**src/rtl/uart_tx_pkg.sv**
```systemverilog
// uart_tx_pkg: shared 8n1 UART bit-timing constants and LFSR helpers.
// Used by uart_tx, uart_baud_lfsr and (later) the receiver.
package uart_tx_pkg;

  localparam int LFSR_W = 11;

  localparam logic [LFSR_W-1:0] SLOW_FULL = 11'h78c;
  localparam logic [LFSR_W-1:0] FAST_FULL = 11'h68e;

  localparam int SLOW_CYCLES = 1085;
  localparam int FAST_CYCLES = 31;

  function automatic logic [LFSR_W-1:0] lfsr_step(
    input logic [LFSR_W-1:0] l
  );
    return {l[9:0], l[10] ^ l[8]};
  endfunction

  function automatic logic [LFSR_W-1:0] lfsr_full(input logic fast);
    return fast ? FAST_FULL : SLOW_FULL;
  endfunction

endpackage

```
**src/rtl/uart_baud_lfsr.sv**
```systemverilog
// uart_baud_lfsr: 11-bit LFSR bit timer; load selects FULL value by fast.
// Ports: clk, load, fast (in); tick (out, lfsr all ones = last bit cycle).
module uart_baud_lfsr
  import uart_tx_pkg::*;
(
  input  logic clk,
  input  logic load,
  input  logic fast,
  output logic tick
);

  logic [LFSR_W-1:0] lfsr_q;
  logic [LFSR_W-1:0] lfsr_d;

  always_comb begin
    lfsr_d = lfsr_step(lfsr_q);
    if (load) lfsr_d = lfsr_full(fast);
  end

  // Free-running when idle; the owner always loads before use.
  always_ff @(posedge clk) begin
    lfsr_q <= lfsr_d;
  end

  assign tick = &lfsr_q;

endmodule

```
**src/rtl/uart_tx.sv**
```systemverilog
// uart_tx: 8n1 UART transmitter with one-entry holding register.
// Ports: clk, rst (sync, active-low), data/valid/ready, high_speed; tx, busy.
module uart_tx
  import uart_tx_pkg::*;
(
  input  logic       clk,
  input  logic       rst,
  input  logic [7:0] data,
  input  logic       valid,
  output logic       ready,
  output logic       tx,
  input  logic       high_speed,
  output logic       busy
);

  typedef enum logic [3:0] {
    S_IDLE, S_START,
    S_D0, S_D1, S_D2, S_D3,
    S_D4, S_D5, S_D6, S_D7,
    S_STOP
  } state_e;

  state_e     state_q, state_d;
  logic [7:0] shift_q, shift_d;
  logic [7:0] hold_q, hold_d;
  logic       hold_full_q, hold_full_d;
  logic       fast_q, fast_d;
  logic       tx_q, tx_d;
  logic       busy_q, busy_d;
  logic       tick;
  logic       lfsr_load;
  logic       take;
  logic       accept;

  uart_baud_lfsr u_lfsr (
    .clk  (clk),
    .load (lfsr_load),
    .fast (fast_d),
    .tick (tick)
  );

  assign accept = valid & ~hold_full_q;

  always_comb begin
    state_d   = state_q;
    shift_d   = shift_q;
    fast_d    = fast_q;
    lfsr_load = 1'b0;
    take      = 1'b0;
    unique case (state_q)
      S_IDLE: begin
        take = hold_full_q;
      end
      S_START: begin
        if (tick) begin
          state_d   = S_D0;
          lfsr_load = 1'b1;
        end
      end
      S_STOP: begin
        if (tick) begin
          lfsr_load = 1'b1;
          if (hold_full_q) take = 1'b1;
          else state_d = S_IDLE;
        end
      end
      default: begin
        if (tick) begin
          shift_d   = shift_q >> 1;
          lfsr_load = 1'b1;
          if (state_q == S_D7) state_d = S_STOP;
          else state_d = state_e'(state_q + 4'd1);
        end
      end
    endcase
    // Holding register feeds the shifter: from IDLE or straight out of STOP.
    if (take) begin
      state_d   = S_START;
      shift_d   = hold_q;
      fast_d    = high_speed;
      lfsr_load = 1'b1;
    end
  end

  always_comb begin
    hold_d      = hold_q;
    hold_full_d = hold_full_q;
    if (take) hold_full_d = 1'b0;
    if (accept) begin
      hold_d      = data;
      hold_full_d = 1'b1;
    end
  end

  always_comb begin
    tx_d = 1'b1;
    case (state_d)
      S_IDLE:  tx_d = 1'b1;
      S_STOP:  tx_d = 1'b1;
      S_START: tx_d = 1'b0;
      default: tx_d = shift_d[0];
    endcase
    busy_d = (state_d != S_IDLE);
  end

  always_ff @(posedge clk) begin
    if (!rst) begin
      state_q     <= S_IDLE;
      tx_q        <= 1'b1;
      busy_q      <= 1'b0;
      hold_full_q <= 1'b0;
    end else begin
      state_q     <= state_d;
      tx_q        <= tx_d;
      busy_q      <= busy_d;
      hold_full_q <= hold_full_d;
    end
  end

  always_ff @(posedge clk) begin
    shift_q <= shift_d;
    hold_q  <= hold_d;
    fast_q  <= fast_d;
  end

  assign ready = ~hold_full_q;
  assign tx    = tx_q;
  assign busy  = busy_q;

endmodule

```
**config.mk**
```make
export PLATFORM = sky130hd
export DESIGN_NAME = uart_tx
export DESIGN_NICKNAME = d
export VERILOG_FILES = /design/src/rtl/uart_tx_pkg.sv /design/src/rtl/uart_baud_lfsr.sv /design/src/rtl/uart_tx.sv
export SDC_FILE = /design/constraint.sdc
export NUM_CORES = 1
export LEC_CHECK = 0
export ABC_AREA = 1
export CAP_MARGIN = 15
export CORE_MARGIN = 2
export CORE_UTILIZATION = 50
export DETAILED_ROUTE_END_ITERATION = 8
export PLACE_DENSITY = 0.81
export SLEW_MARGIN = 20
export SYNTH_ARGS = -nofsm -noshare
export SYNTH_HDL_FRONTEND = slang
export SYNTH_HIERARCHICAL = 1
export SYNTH_SLANG_ARGS = --single-unit
```
**constraint.sdc**
```tcl
create_clock -name clk -period 2 [get_ports clk]
set_input_delay 0.2 -clock clk [delete_from_list [all_inputs] [get_ports clk]]
set_output_delay 0.2 -clock clk [all_outputs]
set_load 0.03 [all_outputs]
```
After elaboration in Yosys (flattened, before gate mapping)
Cells that the tools add are included.
{"block": "word_totals", "reg_bits": 35, "input_bits": 12, "out_inout_bits": 3, "word_cells": 50}
{"block": "classes", "addsub": 1, "n_eq_ne": 6, "n_mux": 22, "n_bitwise": 3, "n_reduce_logical": 9}
{"operator": "$mux W4", "count": 6}
{"operator": "$mux W8", "count": 3}
{"operator": "$eq A4 B4 Y1 const B", "count": 3}
{"operator": "$pmux W4 S3", "count": 1}
{"operator": "$mux W11", "count": 1}
{"operator": "$reduce_and A11 Y1", "count": 1}
{"operator": "$mux W9", "count": 1}
{"operator": "$eq A4 B1 Y1 const B", "count": 2}
{"operator": "$logic_not A4 Y1", "count": 2}
{"operator": "$mux W1", "count": 8}
{"operator": "$add A4 B1 Y4 const B", "count": 1}
{"operator": "$pmux W1 S2", "count": 2}
{"operator": "$reduce_bool A2 Y1", "count": 2}
{"operator": "$reduce_bool A4 Y1", "count": 1}
{"operator": "$reduce_or A3 Y1", "count": 1}
{"operator": "$ne A2 B1 Y1 const B", "count": 1}
{"operator": "$reduce_and A2 Y1", "count": 1}
{"operator": "$reduce_or A2 Y1", "count": 1}
{"operator": "$and A1 B1 Y1", "count": 1}
{"operator": "$not A1 Y1", "count": 1}
{"operator": "$xor A1 B1 Y1", "count": 1}

Depth between registers and ports, before layout
{"block": "depth", "depth_word": 8, "mapped_depth": 16}

Cells and area by module
The synthesis kept the hierarchy.
{"module": "uart_tx", "instances": 1, "cells_each": 135, "area_per_inst_um2": 1282.5}
{"module": "uart_baud_lfsr", "instances": 1, "cells_each": 41, "area_per_inst_um2": 357.8}

Worst setup path after synthesis
No wires, ideal clock.
{"block": "synth_path", "path_type": "register to register", "start": "register state_q[0]", "end": "register shift_q[1], enable pin", "arrival_ps": 1598, "slack_ps": 22, "stages_incl_launch_ff": 6, "period_less_slack_ps": 1978, "cell_sequence": "dfxtp_1 inv_1 ha_1 o21ai_2 nand2_2 o21ai_0"}
{"block": "synth_between", "elab_chain_cells": 4, "word_cells_on_any_way": 8, "cone_classes": "3 x eq/ne; 1 x mux; 4 x reduce/logical"}
{"item": "start: declaration", "line": "uart_tx.sv:23", "source": "state_e state_q, state_d;"}
{"item": "start signal: assignment", "line": "uart_tx.sv:113", "source": "state_q <= state_d;"}
{"item": "$eq A4 B4 Y1, or another cell as far along", "line": "uart_tx.sv:50", "source": "unique case (state_q)"}
{"item": "$pmux W1 S2 / $reduce_or A3 Y1 (equally long branches)"}
{"item": "$ne A2 B1 Y1 (no line) / $reduce_bool A2 Y1 (equally long branches)"}
{"item": "$reduce_and A2 Y1 (no line) (*)"}
{"item": "end signal: assignment", "line": "uart_tx.sv:121", "source": "shift_q <= shift_d;"}
{"item": "end: declaration", "line": "uart_tx.sv:24", "source": "logic [7:0] shift_q, shift_d;"}
Every way passes the cells marked *; elsewhere a longest branch is shown, timed or not.
A chain may end at the register's enable or synchronous reset.

Worst setup path after layout
{"block": "layout_path", "start": "register state_q[0]", "end": "register tx_q, in the netlist tx"}
{"block": "layout_between", "elab_chain_cells": 8, "word_cells_on_any_way": 21, "cone_classes": "1 x add/sub; 5 x eq/ne; 11 x mux; 4 x reduce/logical"}
{"item": "$add A4 B1 Y4 / $eq A4 B4 Y1 (equally long branches)", "line": "uart_tx.sv:72, uart_tx.sv:71"}
{"item": "$mux W4", "line": "uart_tx.sv:71", "source": "if (state_q == S_D7) state_d = S_STOP;"}
{"item": "$mux W4", "line": "uart_tx.sv:68", "source": "if (tick) begin"}
{"item": "$pmux W4 S3", "line": "uart_tx.sv:50"}
{"item": "$mux W4", "line": "uart_tx.sv:77", "source": "if (take) begin"}
{"item": "$eq A4 B4 Y1 / $logic_not A4 Y1 (equally long branches)", "line": "uart_tx.sv:97", "source": "case (state_d)"}
{"item": "$reduce_or A2 Y1 (no line)"}
{"item": "$pmux W1 S2 (*)", "line": "uart_tx.sv:97"}
{"item": "end signal: assignment", "line": "uart_tx.sv:114", "source": "tx_q <= tx_d;"}
{"item": "end: declaration", "line": "uart_tx.sv:28", "source": "logic tx_q, tx_d;"}
Every way passes the cells marked *; elsewhere a longest branch is shown, timed or not. The select of a mux whose other input is x is not followed.

==> qor.txt <==
largest family of logic cells by synthesized area = simple AND/OR/NAND/NOR gates
Worst Tran Pin Value = 0.626 ns
Switching Fraction = 0.330
syn avg cell area = 9.32 um^2
post-DP HPWL = 2.28 mm
non-filler cells, final = 245
gpl congestion = 0.869
Starting Density = 0.533
Placed Area = 1830 um^2
CP top delay family = simple AND/OR/NAND/NOR gates
post-synthesis cell type count = 28
cells along the critical path = buf_4, ha_1, o21ai_2, nand2_2, inv_2, nand2_1, nand3_1, nand2_1, o21bai_2, nand3_2
# IOs = 15
Antenna Diode Count = 0
WP buf/inv = 2
Min-Delay Path Class = in2reg
Post-Synth Simple-Gate Area = 0.300
Max clock buf depth = 2
area of the mapped netlist = 1640 um^2
die height = 61.3 um
total negative setup slack = 0 ns
vias in the first global route = 1,159
Die ar. = 3750 um^2
FILL cells = 245
wire per inst = 12.5 um
RSZ-0062 raised after global routing = false
post-synthesis sequential area ratio = 0.519
number of remaining DRC errors = 0
post-synthesis adder-cell area fraction = 0.0305
CTS Buf Count = 5
post-synthesis mux area share = 0
Syn Nets = 192
CP max stage delay = 0.33 ns
final setup fails = 0
skew final = 0.0128 ns
H-tree depth = 2
Synth top area share = 0.275
crit-path max FO = 8
Total GRT Usage = 0.188
worst-skew pair later-pin latency = 0.33 ns
Clock Power Share = 0.221
Critical Path Sink Type = register
Root Buffer = clkbuf_4
final slew viol count = 0
power share of the sequential group = 0.473
Hold Path Depth = 1
# clock sinks = 35
Max Clk Rate = 533 MHz
hold wc startpoint = data[6]
Slowest cell on crit path = dfxtp_1
largest net degree at the start of global routing = 12
Yosys warnings = 6
layout cells sized above 1 = 0.194
Yosys reg bits = 35
FF-to-FF End = tx$_SDFF_PN1_
Synth area leader = edfxtp_1
Core ar. = 3080 um^2
post-DR vias/cell = 5.07
crit path time final = 1.88 ns
critical path data required time = 2.23 ns
via count = 1,242
antenna violations before repair = 0
Cells after DPL = 234
Switch Pwr = 0.000723 W
Rel. slew slack = 0.580
CP startpoint kind = register
worst vdd ir = 709 uV
status = completed
Routed WL = 3.06 mm
initial DRC count = 71
post-layout util = 0.630
Min-Delay Endpoint = hold_q[6]$_DFFE_PP_
most used cell, CP = nand2_1
post-synthesis compound-gate area fraction = 0.0748
Comb power frac = 0.306
WP data arrival = 2.10 ns
R2R Path Start = state_q[0]$_SDFF_PN0_
synthesis-to-finish area growth = 18.2%
Final Cycle Share = 0.938
grt ovf = 0
site row count = 20
clock-pin slew on the worst setup and hold paths = 0.11 ns
fin area = 1940 um^2
die width = 61.3 um
FF-to-FF path depth = 10
Final Net Count = 216
CTS tree = built
top cells by area, synth = edfxtp_1 (27%), dfxtp_1 (24%), nand2_1 (11%), inv_1 (3.9%), nor2_1 (3.9%)
global-route wire length before repair = 5.02 mm
max cap viols = 0
Pleak = 0.839 nW
Antenna Nets Post-Route = 0
TritonRoute pass-1 iters = 4
Mapped Cells = 176
r2r setup slk = 0.12 ns
Int Pwr = 0.00147 W
Synth Area in XOR/XNOR = 0.00534
buffers added on ports = 14
critical path class = reg2reg
pwr dens = 1130 nW/um^2
Final Hold Fails = 0
[worst reg2reg max path: cells and delay by family, from the launching register on]
kind            cells  cell delay, ns
fa+ha+maj           1            0.25
buf+inv             2            0.30
simple gates        5            0.54
flops               1            0.33
compound gates      2            0.35
[cells by family (layout without fill, tap and decap cells)]
kind of cell    Yosys count  after routing
simple gates             96             96
fa+ha+maj                 4              4
xor+xnor                  1              1
flops                    35             35
compound gates           16             16
buf+inv                  24             49
[layout make-up]
| type | count | area (um^2) | share of cell area |
|---|---|---|---|
| sequential | 35 | 852 | 0.439 |
| clock buffer | 5 | 37.5 | 0.0194 |
| inverter | 20 | 77.6 | 0.0400 |
| timing repair buffer | 21 | 196 | 0.101 |
| clock inverter | 3 | 38.8 | 0.0200 |
| tap | 44 | 55.1 | 0.0284 |
| multi-input combinational | 117 | 682 | 0.352 |
[registers in the layout, summed over array words and instances (netlist names)]
name           flops
state_q            4
hold_q             8
tx                 1
fast_q             1
busy               1
shift_q            8
u_lfsr/lfsr_q     11
hold_full_q        1
[Yosys cell counts]
master	number
o21ai_1	1
nand3_2	4
nand3b_1	1
nor2_4	3
edfxtp_1	15
o21bai_2	1
inv_4	1
buf_6	3
dfxtp_1	20
ha_1	4
nand4_1	2
o21bai_1	1
nand3_1	7
nand3_4	1
inv_1	17
or2_1	5
a21oi_1	4
nand2_4	3
clkbuf_2	1
inv_2	2
o21ai_0	2
a32o_1	6
nand2_1	46
xor2_1	1
o21ai_2	1
nor2_1	17
nor2_2	5
nand2_2	2
[worst max-delay path by stage]
| stage | from | endpoint | depth (start not counted) |
|---|---|---|---|
| after global routing | u_lfsr/lfsr_q[8]$_DFF_P_ | tx$_SDFF_PN1_ | 14 |
| after CTS | state_q[1]$_SDFF_PN0_ | busy$_SDFF_PN0_ | 10 |
| after detailed placement | state_q[1]$_SDFF_PN0_ | u_lfsr/lfsr_q[8]$_DFF_P_ | 7 |
| after global placement | state_q[1]$_SDFF_PN0_ | busy$_SDFF_PN0_ | 10 |
| final | state_q[0]$_SDFF_PN0_ | tx$_SDFF_PN1_ | 10 |
| after floorplan | state_q[0]$_SDFF_PN0_ | shift_q[1]$_DFFE_PP_ | 5 |
[per-stage QoR]
step | hold slack [ns] | power (W) | setup WS [ns]
after global placement | 0.411 | 0.00165 | 0.168
after detailed placement | 0.418 | 0.00169 | 0.0498
final | 0.416 | 0.00219 | 0.125
after floorplan | 0.299 | 0.00151 | 0.0218
after CTS | 0.400 | 0.00218 | 0.0397
after global routing | 0.389 | 0.00234 | 0.00189
[power by group through the flow]
| stage | Clock (W) | Sequential (W) | Combinational [W] |
|---|---|---|---|
| 2_1_floorplan | 0 | 0.00106 | 0.000454 |
| 3_3_place_gp | 0 | 0.00104 | 0.000609 |
| 3_5_place_dp | 0 | 0.00105 | 0.000643 |
| 4_1_cts | 0.000500 | 0.00104 | 0.000646 |
| 5_1_grt | 0.000536 | 0.00106 | 0.000752 |
| 6_report | 0.000485 | 0.00104 | 0.000672 |
[what timing repair did]
action	CTS	global route
endpoints found under the setup margin	3	9
hold endpoints to repair	0	0
pin swaps	0	1
setup buffers	0	3
hold buffers	0	0
resized for setup	1	4
[layer usage]
| metal | share of wire | track usage | up-vias |
|---|---|---|---|
| met1 | 0.43 | 0.233 | 591 |
| li1 | - | - | 617 |
| met3 | 0.039 | 0.0630 | 6 |
| met2 | 0.52 | 0.309 | 28 |
| met4 | 0.014 | 0.0652 | 0 |
| met5 | 0 | 0 | - |
[cell usage in the layout, fill, tap and decap left out, drive strengths merged]
| master | count |
|---|---|
| inv | 20 |
| ha | 4 |
| bufinv | 1 |
| nand3b | 1 |
| nor2 | 25 |
| clkinv | 2 |
| a32o | 6 |
| o21bai | 2 |
| o21ai | 4 |
| a21oi | 4 |
| clkbuf | 5 |
| clkdlybuf4s50 | 14 |
| xor2 | 1 |
| nand2 | 51 |
| edfxtp | 15 |
| nand3 | 12 |
| nand4 | 2 |
| or2 | 5 |
| buf | 7 |
| dfxtp | 20 |
Note: power is estimated with default switching activity, not from simulation.
